==> config.mk <==
export PLATFORM = sky130hd
export DESIGN_NAME = down_counter_8b
export DESIGN_NICKNAME = d
export VERILOG_FILES = /design/src/rtl/down_counter_8b.sv
export SDC_FILE = /design/constraint.sdc
export NUM_CORES = 1
export LEC_CHECK = 0
export ABC_AREA = 1
export ABC_CLOCK_PERIOD_IN_PS = 1600
export BUFFER_PORTS_ARGS = -buffer_cell sky130_fd_sc_hd__clkbuf_2
export CELL_PAD_IN_SITES_DETAIL_PLACEMENT = 1
export CELL_PAD_IN_SITES_GLOBAL_PLACEMENT = 2
export CORE_UTILIZATION = 26
export CTS_CLUSTER_DIAMETER = 120
export CTS_CLUSTER_SIZE = 20
export DETAILED_ROUTE_END_ITERATION = 10
export PLACE_DENSITY_LB_ADDON = 0.2
export SYNTH_ARGS = -nofsm -noshare
export SYNTH_HDL_FRONTEND = slang
export SYNTH_SLANG_ARGS = --single-unit
export TNS_END_PERCENT = 20
==> constraint.sdc <==
create_clock -name clk -period 1.6 [get_ports clk]
set_input_delay 0 -clock clk [delete_from_list [all_inputs] [get_ports clk]]
set_output_delay 0 -clock clk [all_outputs]
set_load 0.01 [all_outputs]
==> src/rtl/down_counter_8b.sv <==
// down_counter_8b: loadable down-counter / interval timer.
//
// A value is loaded, then start begins counting down from it. Q decrements on
// every clock with T=1 while running; reaching zero raises a one-cycle done
// pulse. With AUTO_RELOAD=1 the counter reloads the last loaded value at
// terminal count and keeps running instead of returning to idle.
//
// Ports:
//   clk    in   1      rising-edge clock
//   clr    in   1      asynchronous active-high reset
//   load   in   1      Q <= din, reload value <= din, return to idle
//   din    in   WIDTH  load value
//   start  in   1      begin counting from current Q (idle only)
//   stop   in   1      abort counting, Q holds, return to idle
//   T      in   1      count enable while running
//   Q      out  WIDTH  current count (registered)
//   busy   out  1      high while running (registered)
//   zero   out  1      Q == 0 (combinational)
//   done   out  1      one-cycle terminal-count pulse (registered)
module down_counter_8b #(
    parameter int unsigned WIDTH       = 8,
    parameter bit          AUTO_RELOAD = 1'b0
) (
    input  logic             clk,
    input  logic             clr,
    input  logic             load,
    input  logic [WIDTH-1:0] din,
    input  logic             start,
    input  logic             stop,
    input  logic             T,
    output logic [WIDTH-1:0] Q,
    output logic             busy,
    output logic             zero,
    output logic             done
);

    typedef enum logic [0:0] {StIdle, StRun} state_e;

    state_e           state_q, state_d;
    logic [WIDTH-1:0] q_q, q_d;
    logic [WIDTH-1:0] reload_q, reload_d;
    logic             done_q, done_d;

    always_ff @(posedge clk or posedge clr) begin
        if (clr) begin
            state_q  <= StIdle;
            q_q      <= '0;
            reload_q <= '0;
            done_q   <= 1'b0;
        end else begin
            state_q  <= state_d;
            q_q      <= q_d;
            reload_q <= reload_d;
            done_q   <= done_d;
        end
    end

    // Priority: load > stop > start > T. done defaults low so it can only
    // ever be a single-cycle pulse.
    always_comb begin
        state_d  = state_q;
        q_d      = q_q;
        reload_d = reload_q;
        done_d   = 1'b0;

        if (load) begin
            // Also discards any terminal count that would land on this edge.
            q_d      = din;
            reload_d = din;
            state_d  = StIdle;
        end else if (stop) begin
            state_d = StIdle;
        end else begin
            unique case (state_q)
                StIdle: begin
                    if (start) begin
                        if (q_q != '0) begin
                            state_d = StRun;
                        end else begin
                            // Starting an already-expired timer just reports done.
                            done_d = 1'b1;
                        end
                    end
                end
                StRun: begin
                    if (T) begin
                        if (q_q == WIDTH'(1)) begin
                            done_d = 1'b1;
                            if (AUTO_RELOAD) begin
                                q_d = reload_q;
                            end else begin
                                q_d     = '0;
                                state_d = StIdle;
                            end
                        end else if (q_q != '0) begin
                            q_d = q_q - WIDTH'(1);
                        end
                        // q_q == 0 while running is unreachable; hold to rule out underflow.
                    end
                end
                default: state_d = StIdle;
            endcase
        end
    end

    assign Q    = q_q;
    assign busy = (state_q == StRun);
    assign zero = (q_q == '0);
    assign done = done_q;

endmodule

# --- After elaboration in Yosys (flattened, before gate mapping) ---
# Cells that the tools add are included.
# Widths: inputs -> output; s select.
totals:
  reg_bits: 10
  inputBits: 14
  out_inout_bits: 11
  word_cells: 33
op_classes:
  n_addsub: 1
  n_eq_ne: 2
  muxes: 20
  bitwise_logic: 1
  reduce_logical: 6
ops:
  columns: ["cell", "count"]
  rows:
  - ["$mux 8", 6]
  - ["$mux 1", 12]
  - ["$eq 8x1->1 const B", 1]
  - ["$logic_not 8->1", 1]
  - ["$reduce_bool 8->1", 1]
  - ["$sub 8x1->8 const B", 1]
  - ["$pmux 1 s2", 2]
  - ["$reduce_and 4->1", 1]
  - ["$reduce_bool 2->1", 2]
  - ["$reduce_bool 3->1", 1]
  - ["$ne 2x2->1 const B", 1]
  - ["$not 1->1", 1]

# --- Depth between registers and ports, before layout ---
# Gate-level depths: netlist (run 1).
depth:
  ltp_word: 7
  ltp_mapped: 9
  depth_no_buf: 9

# --- Worst setup path after synthesis (run 1) ---
# Ideal clock, no wire load.
synth_path:
  path_type: "register -> register"
  start: "register q_q[1] (netlist: Q[1])"
  end: "register q_q[3] (netlist: Q[3])"
  setup_ns: 0.117
  arrival_ns: 1.211
  required_time_ns: 1.483
  slack_ns: 0.272
  stages_incl_launch_ff: 9
  n_path_buf: 0
  period_less_slack_ns: 1.328
  cell_sequence: "dfrtp_1 inv_1 ha_1 nand2_4 nand4_2 nand2_4 nand2_4 nand2_1 nand2_1"
synth_between:
  elab_chain_cells: 7
  elab_cells_between_ends: 11
  cone_classes: "add/sub (1); eq/ne (1); mux (6); reduce/logical (3)"
synth_rtl:
  columns: ["item", "line_no", "rtl"]
  rows:
  - ["start, declared", "40", "logic [WIDTH-1:0] q_q, q_d;"]
  - ["start signal, assigned", "52", "q_q <= q_d;"]
  - ["$sub 8x1->8", "96", "q_d = q_q - WIDTH'(1);"]
  - ["$mux 8", "95", "end else if (q_q != '0) begin"]
  - ["$mux 8", "87", "if (q_q == WIDTH'(1)) begin"]
  - ["$mux 8", "86", "if (T) begin"]
  - ["$mux 8", "74", "unique case (state_q)"]
  - ["$mux 8", "71", "end else if (stop) begin"]
  - ["$mux 8", "66", "if (load) begin"]
# Several ways; a longest one is shown, not always the timed one. The select of a mux whose other input is x is not followed.
# A chain may end at the register's enable or synchronous reset.

# --- Worst setup path in the final report (run 1) ---
layout_path:
  start: "register q_q[0] (netlist: Q[0])"
  end: "output port zero"
layout_between:
  elab_chain_cells: 1
layout_rtl:
  columns: ["item", "line_no", "rtl"]
  rows:
  - ["$logic_not 8->1", "108", "assign zero = (q_q == '0);"]
  - ["end, declared", "33", "output logic zero,"]
# Every way passes these cells.

==> results of run 1 <==
==> stage by stage <==
| stage | instances | total power, mW | instance area (µm²) |
|---|---|---|---|
| after floorplan | 109 | 0.623 | 798 |
| after global placement | 169 | 0.787 | 998 |
| after detailed placement | 169 | 0.798 | 998 |
| after CTS | 173 | 0.989 | 1030 |
| after global routing | 173 | 1.06 | 1030 |
| final | 173 | 0.970 | 1030 |
==> flip-flops by register name, indices dropped and copies added, names as in the netlist <==
register and flops:
Q 8, done 1, busy 1
==> cells in the mapped netlist <==
| cell type | count | share of area [%] |
|---|---|---|
| a21oi_1 | 2 | 1.3 |
| clkbuf_1 | 1 | 0.47 |
| nor3_4 | 1 | 2.0 |
| ha_1 | 3 | 4.7 |
| nand2_1 | 37 | 17 |
| inv_1 | 9 | 4.2 |
| dfrtp_1 | 10 | 31 |
| nand3_1 | 13 | 8.2 |
| or2_1 | 1 | 0.78 |
| nor2_4 | 2 | 2.8 |
| nor3_2 | 1 | 1.3 |
| nor3b_2 | 1 | 1.6 |
| inv_2 | 1 | 0.47 |
| o21ai_0 | 4 | 2.5 |
| xor2_1 | 3 | 3.3 |
| o21ai_1 | 2 | 1.3 |
| nor2_2 | 3 | 2.4 |
| bufinv_8 | 1 | 2.2 |
| nand2_4 | 4 | 5.6 |
| nor2_1 | 7 | 3.3 |
| nand4_1 | 1 | 0.78 |
| nand4_2 | 1 | 1.6 |
| clkinv_2 | 1 | 0.63 |
==> placed cells by master (no fill, tap or decap), types with 4 or more instances in the layout <==
master    count
nand2_1      37
dfrtp_1      10
o21ai_0       4
nand3_1      13
clkbuf_2     24
buf_4         6
nand2_4       4
nor2_1        7
inv_1         9
==> logic make-up (layout without fill, tap and decap cells) <==
logic type	after synthesis	in the layout
AND/OR/NAND/NOR	72	72
buffers and inverters	13	46
flip-flops	10	10
AO/OA/AOI/OAI	8	8
adder cells (fa/ha/maj)	3	3
XOR/XNOR	3	3
==> layer usage <==
| layer | GRT usage, % | part of all wire, % | vias up |
|---|---|---|---|
| met5 | 0 | 0 | - |
| li1 | - | - | 411 |
| met3 | 4.99 | 4.5 | 2 |
| met4 | 3.48 | 0.64 | 0 |
| met1 | 19.2 | 45 | 391 |
| met2 | 27.7 | 50 | 18 |
==> critical path: stages (launching register included) <==
cell	delay, ps
dfrtp_1	430
inv_1	120
ha_2	210
inv_1	70
nor3_4	220
clkbuf_2	160
==> final cells by class <==
| cell class | count | area share, % |
|---|---|---|
| Multi-Input combinational cell | 86 | 47.1 |
| Sequential cell | 10 | 24.2 |
| Timing Repair Buffer | 31 | 16.9 |
| Inverter | 12 | 5.81 |
| Tap cell | 31 | 3.75 |
| Clock buffer | 3 | 2.18 |
==> power by group <==
group | internal (mW) | switching [mW] | leakage, nW
sequential | 0.291 | 0.0416 | 0.127
combinational | 0.184 | 0.271 | 0.433
clock | 0.0871 | 0.0950 | 0.0138
total | 0.563 | 0.407 | 0.574
==> worst paths after layout <==
path,startpoint,depth (start not counted),endpoint
worst max-delay path,Q[0]$_DFFE_PP0P_,5,zero
worst min-delay path,din[5],5,Q[5]$_DFFE_PP0P_
worst max register to register,Q[1]$_DFFE_PP0P_,8,Q[4]$_DFFE_PP0P_
worst min register to register,Q[1]$_DFFE_PP0P_,2,Q[1]$_DFFE_PP0P_
max in group asynchronous,clr,3,Q[7]$_DFFE_PP0P_
min in group asynchronous,clr,3,Q[0]$_DFFE_PP0P_
==> timing repair <==
action | CTS | global route
gates resized for setup | 0 | 1
buffers inserted | 0 | 0
hold buffers | 1 | 0
endpoints found under the hold margin | 10 | 0
endpoints found under the setup margin | 0 | 1
==> impl_results.md, run 1 <==
* Status: complete, no violations
* DR WL/cell at 13.5 µm
* Fillers at 383
* Worst-margin pin slew at 452 ps
* Post-Synth Simple-Gate Area at 47.6%
* Share of layout cells above drive strength 1 at 35.2%
* Max-cap violations at 0
* Antenna diodes at 0
* Flops & latches, synth at 10
* Vias in the first global route at 860
* Synthesized area at 798 µm²
* Width of the die at 57.4 µm
* Synth Area in Compound Gates at 5.02%
* Reg2reg setup slack at 170 ps
* Final Hold Fails at 0
* Avg Inst Size Synth at 7.32 µm²
* GRT Util Overall at 16.0%
* Fin Clk Skew at 1.84 ps
* Buffer levels on the longest clock path at 2
* Footprint of the multi-input gates at 487 µm²
* Mux cell area share after synthesis at 0%
* Initial Util at 28.2%
* Syn Nets at 126
* Synthesized instance count at 109
* Port Buf Inserts at 24
* Worst-Skew Late Latency at 270 ps
* Largest family of logic cells by synthesized area: simple AND/OR/NAND/NOR gates
* Hold_ws at 14.7 ps
* Post-route ant nets at 0
* LEAKAGE at 0.574 nW
* Max VDD drop at 0.377 mV
* H-tree Lvls at 1
* Final min period at 1490 ps
* HPWL after DPL at 1870 µm
* Setup violations, final at 0
* WP data required at 1600 ps
* CP Max Fanout at 5
* Global-route wire length before repair at 3960 µm
* PwrDens at 938 nW/µm²
* DR DRC count at 0
* Setup TNS at 0 ps
* Layout Nets at 161
* Initial antenna violation count at 0
* Max-slew violations at 0
* Seq/Total Area, Yosys at 31.3%
* Area Growth Syn to Fin at 29.5%
* XOR/XNOR share of the synthesized area at 3.29%
* Initial DRC count at 12
* Final core utilization at 36.5%
* Pin count of the biggest net entering global routing at 12
* Slew HR at 69.8%
* Number of CTS-inserted buffers at 3
* Fmax at 0.672 GHz
* Crit. End Element: primary output
* Drt total wl at 2340 µm
* Die area at 3300 µm²
* IO Count at 25
* Gpl congestion at 0.731
* Core area at 2830 µm²
* Unrepaired setup endpoints after global routing: false
* Place WS at 172 ps
* Fin crit share at 93.0%
* Root Buffer: clkbuf_4
* DR pass1 iterations at 6
* Yosys warns at 0
* Final setup margin at 112 ps
* Grt ovf at 0
* Netlist cell types at 23
* Die Height at 57.4 µm
* Register area at 250 µm²
* Critical path class: reg2out
* Site Rows at 19
* TritonCTS clock tree: yes
* CTS clock-pin slew for the worst setup and hold paths at 70 ps
* CP arrival at 1490 ps
* Via count at 822
* Min-delay worst type: in2reg
* Startpoint Class: flip-flop
* Clock Sinks at 10
* Post-DR vias/cell at 4.75
* Adder-Cell Fraction of Synth Area at 4.70%
(Power assumes the default switching activity.)
==> run 2: changes to the inputs <==
- ABC_CLOCK_PERIOD_IN_PS: 1600 -> 1260
- CORE_UTILIZATION: 26 -> 24
- clock period: 1.6 -> 1.26 ns (I/O delays scaled with it)
==> run 2 against run 1 <==
Sequential power rose by 32%; largest cell class unchanged; clock-buffer cell count did not move; the run now ends with negative setup slack left; worst setup slack lost 210 ps; power is 51% higher; non-clock buffer count rose by 15.
==> impl_results.md, run 2 (synthesis gave the netlist of run 1 again) <==
* Port Buf Inserts at 24
* Max-cap violations at 0
* Largest stage delay, worst path at 460 ps
* CP Max Fanout at 4
* Width of the die at 59.7 µm
* Final setup margin at -102 ps
* Antenna diodes at 0
* H-tree Lvls at 1
* DR WL/cell at 13.0 µm
* Core area at 3100 µm²
* Startpoint Class: flip-flop
* Slew HR at 71.6%
* Hold path startpoint: start
* Min-delay worst type: in2reg
* Setup TNS at -654 ps
* Max-slew violations at 0
* LEAKAGE at 0.656 nW
* Site Rows at 20
* Worst Path Buf+Inv at 2
* PwrDens at 1150 nW/µm²
* Gpl congestion at 0.755
* Final min period at 1360 ps
* CP Launch Point: Q[2]$_DFFE_PP0P_
* Failing checks: negative setup slack
* Footprint of the multi-input gates at 579 µm²
* WP data required at 1430 ps
* Critical path class: reg2reg
* Share of layout cells above drive strength 1 at 54.1%
* Grt ovf at 0
* GRT Util Overall at 18.3%
* Global-route wire length before repair at 4730 µm
* HPWL after DPL at 2060 µm
* Initial antenna violation count at 0
* Worst-Skew Late Latency at 270 ps
* TritonCTS clock tree: yes
* IO Count at 25
* Post-route ant nets at 0
* Fin crit share at 108%
* Crit path cell chain: nor2_4 > inv_2 > nor3_4 > buf_4 > nor2_1 > nor2_1 > nor2_1
* Slowest CP cell: dfrtp_2
* Fillers at 407
* Unrepaired setup endpoints after global routing: true
* Setup violations, final at 11
* Post-DP Area at 1150 µm²
* Max reg flops at 8
* DR DRC count at 0
* Max VDD drop at 0.437 mV
* Vias in the first global route at 1005
* Layout Nets at 176
* Initial Util at 25.7%
* Post-DR vias/cell at 4.39
* Commonest cells after routing, fill and taps aside: nand2_1, clkbuf_2, buf_4, nand3_1
* Most common cell after layout, fill and taps aside: nand2_1
* Buffer levels on the longest clock path at 2
* Die area at 3560 µm²
* Crit. End Element: flip-flop
* Crit-path leading delay family: simple AND/OR/NAND/NOR gates
* Clock Sinks at 10
* Root Buffer: clkbuf_4
* CTS clock-pin slew for the worst setup and hold paths at 70 ps
* Register area at 258 µm²
* CP arrival at 1530 ps
* DR pass1 iterations at 4
* Die Height at 59.7 µm
* Via count at 882
* Drt total wl at 2620 µm
* Fin Clk Skew at 1.64 ps
* Pin count of the biggest net entering global routing at 13
* Worst-margin pin slew at 426 ps
* Final core utilization at 41.1%
* Status: complete, but fails checks
* Fmax at 0.734 GHz
* Final non-filler cell area at 1280 µm²
* CP most frequent cell: nor2_1
* Number of CTS-inserted buffers at 3
* Area Growth Syn to Fin at 59.9%
* Initial DRC count at 27
* Largest Register: Q
* Final Hold Fails at 0
* Worst r2r src: Q[2]$_DFFE_PP0P_
-- run 2: changes by cell type in the layout (fill, tap and decap cells not counted), moves of 3 or more --
cell     delta
buf_4      +12
ha_4        +3
nor2_1      -3
dfrtp_2     +6
buf_6       +3
dfrtp_1     -6
nor2_4      +3
nand3_1     -4
nand3_2     +4
inv_1       -3
-- run 2: final cells by class --
type / instances / area share (%)
inverter: 12 / 4.90
sequential: 10 / 20.2
timing repair buffer: 46 / 23.4
clock buffer: 3 / 1.76
multi-input combinational: 86 / 45.4
tap: 44 / 4.31
-- run 2: timing repair --
item,in CTS,in global routing
hold buffers,1,0
resized for setup,9,9
setup buffers,4,0
endpoints found under the hold margin,10,0
pin swaps,6,2
setup endpoints to repair,10,11
-- run 2: through the flow --
stage / power, mW / instances / hold WS, ps / worst slack (ps)
2_1_floorplan: 0.848 / 109 / -160 / -1.35
3_3_place_gp: 1.14 / 193 / -6.82 / -150
3_5_place_dp: 1.16 / 193 / 3.71 / -133
4_1_cts: 1.46 / 201 / 16.9 / -115
5_1_grt: 1.59 / 201 / 44.1 / -207
6_report: 1.46 / 201 / 20.7 / -102
-- run 2: layer usage --
metal	routed length [µm]	track usage [%]	part of all wire [%]	up-vias
met5	0	0	0	-
met4	28	5.65	1.1	0
met3	124	5.19	4.7	4
met2	1330	32.1	51	22
met1	1130	21.3	43	411
li1	-	-	-	445
-- run 2: where the power goes --
group | leakage [nW] | internal, mW | total [mW] | switching, mW
Combinational | 0.523 | 0.363 | 0.791 | 0.427
Clock | 0.0138 | 0.111 | 0.237 | 0.126
Sequential | 0.120 | 0.377 | 0.438 | 0.0612
-- run 2: path summary, 6_finish.rpt --
check | to | slack (ps) | cells after the start
setup / recovery | busy$_DFF_PP0_ | -100 | 7
min in group asynchronous | busy$_DFF_PP0_ | 250 | 3
hold / removal | done$_DFF_PP0_ | 20 | 3
setup reg to reg | busy$_DFF_PP0_ | -100 | 7
hold reg to reg | done$_DFF_PP0_ | 630 | 3
max in group asynchronous | Q[5]$_DFFE_PP0P_ | 690 | 3
-- run 2: worst min-delay path: stages --
cell	delay, ps
clkbuf_2	90
a21oi_1	70
nor3_2	90
==> run 3: changes to the inputs <==
- MAX_ROUTING_LAYER: unset -> met4
==> run 3 against run 2 <==
The flow still finishes with violations (negative setup slack); first-iteration DRC count fell by 15%; sequential power about the same; clock skew shrank 0.82 ps; die area unchanged; clock-buffer cell count unchanged; global-route usage increased by 0.49 points; via count decreased by 0.79%; flip-flop and latch count unchanged; cell area did not move; utilization is the same; clock power hardly changed; largest cell class unchanged.
==> impl_results.md, run 3 (synthesis gave the netlist of run 1 again) <==
* Final non-filler cell area at 1280 µm²
* Worst Path Buf+Inv at 2
* Core area at 3100 µm²
* Slew HR at 72.0%
* Total power at 1.46 mW
* Hold depth at 3
* Vias in the first global route at 1004
* CP Max Fanout at 4
* Site Rows at 20
* HPWL after DPL at 2060 µm
* Grt ovf at 0
* DR DRC count at 0
* Number of CTS-inserted buffers at 3
* Antenna diodes at 0
* Min-delay worst type: in2reg
* Global-route wire length before repair at 4710 µm
* Crit path depth at 7
* IO Count at 25
* Die Height at 59.7 µm
* CTS clock-pin slew for the worst setup and hold paths at 70 ps
* Worst-margin pin slew at 420 ps
* Fin Clk Skew at 0.816 ps
* TritonCTS clock tree: yes
* Final min period at 1360 ps
* Clock Sinks at 10
* GRT Util Overall at 18.8%
* Pin count of the biggest net entering global routing at 13
* Post-DR vias/cell at 4.35
* Final Hold Fails at 0
* Max-slew violations at 0
* # placed instances at 193
* Failing checks: negative setup slack
* Commonest cells after routing, fill and taps aside: nand2_1, clkbuf_2, buf_4, nand3_1
* Fin cells at 201
* Initial DRC count at 23
* DR WL/cell at 13.0 µm
* DR pass1 iterations at 4
* Width of the die at 59.7 µm
* Crit. End Element: flip-flop
* Drt total wl at 2610 µm
* Initial antenna violation count at 0
* Final setup margin at -101 ps
* Fin crit share at 108%
* Unrepaired setup endpoints after global routing: true
* Buffer levels on the longest clock path at 2
* Slowest CP cell: dfrtp_2
* Largest Register: Q
* WP data required at 1430 ps
* Critical path class: reg2reg
* Crit path cell chain: nor2_4 > inv_2 > nor3_4 > buf_4 > nor2_1 > nor2_1 > nor2_1
* Fmax at 0.735 GHz
* CP arrival at 1530 ps
* Net switching power at 0.614 mW
* Die area at 3560 µm²
* Post-DP Area at 1150 µm²
* Max reg flops at 8
* Max VDD drop at 0.437 mV
* Status: complete, but fails checks
* Worst-Skew Late Latency at 280 ps
* Port Buf Inserts at 24
* Sequential Power Share at 29.9%
* Most common cell after layout, fill and taps aside: nand2_1
* Place WS at -133 ps
* Initial Util at 25.7%
* Share of layout cells above drive strength 1 at 54.1%
* Crit-path leading delay family: simple AND/OR/NAND/NOR gates
* Final core utilization at 41.1%
* Startpoint Class: flip-flop
* Layout Nets at 176
* Post-route ant nets at 0
* CP most frequent cell: nor2_1
* PwrDens at 1150 nW/µm²
* Clock power frac at 16.2%
* Net Sw Frac at 41.9%
* Setup violations, final at 11
* Combinational share of power at 53.9%
* Largest stage delay, worst path at 460 ps
* H-tree Lvls at 1
* Max-cap violations at 0
* LEAKAGE at 0.656 nW
* R2R cell count at 7
* Root Buffer: clkbuf_4
* Area Growth Syn to Fin at 59.9%
* Gpl congestion at 0.765
* Fillers at 407
* Int Pwr at 0.851 mW
* Via count at 875
[run 3: routing by layer]
metal  global-route usage [%]  share of wire (%)
met3                     5.19                4.7
met4                     5.65                1.1
met2                     32.1                 51
met5                        -                  0
met1                     21.2                 43
[run 3: power by group through the flow]
stage / registers (mW) / logic, mW / clock network (mW)
after global placement: 0.442 / 0.696 / 0
after CTS: 0.436 / 0.777 / 0.246
after floorplan: 0.484 / 0.363 / 0
after detailed placement: 0.443 / 0.717 / 0
final: 0.437 / 0.789 / 0.238
after global routing: 0.445 / 0.880 / 0.262
[run 3: stage by stage]
stage,TNS [ps],hold WS (ps)
2_1_floorplan,-1.86,-160
3_3_place_gp,-743,-6.82
3_5_place_dp,-708,3.71
4_1_cts,-811,16.9
5_1_grt,-1660,44.1
6_report,-651,21.0
[run 3: final timing paths]
kind,startpoint,end,slack [ps]
worst max-delay path,Q[2]$_DFFE_PP0P_,busy$_DFF_PP0_,-100
worst min-delay path,start,done$_DFF_PP0_,20
worst max register to register,Q[2]$_DFFE_PP0P_,busy$_DFF_PP0_,-100
worst min register to register,busy$_DFF_PP0_,done$_DFF_PP0_,630
max in group asynchronous,clr,Q[5]$_DFFE_PP0P_,700
min in group asynchronous,clr,done$_DFF_PP0_,240
[run 3: cell type report]
class / count / area (µm²) / area share [%]
inverters: 12 / 62.6 / 4.90
flip-flops and latches: 10 / 258 / 20.2
multi-input cells: 86 / 579 / 45.4
well taps: 44 / 55.1 / 4.31
repair buffers: 46 / 299 / 23.4
clock buffers: 3 / 22.5 / 1.76
[run 3: worst min-delay path: cells and delay by family]
kind / cells / cell delay [ps]
and+or+nand+nor: 1 / 90
AOI/OAI and AO/OA: 1 / 70
buffers and inverters: 1 / 90
[run 3: timing repair]
action / in CTS / in global routing
hold buffers: 1 / 0
resized for setup: 9 / 9
endpoints found under the hold margin: 10 / 0
setup endpoints to repair: 10 / 11
buffers inserted: 4 / 0
pin swaps: 6 / 2
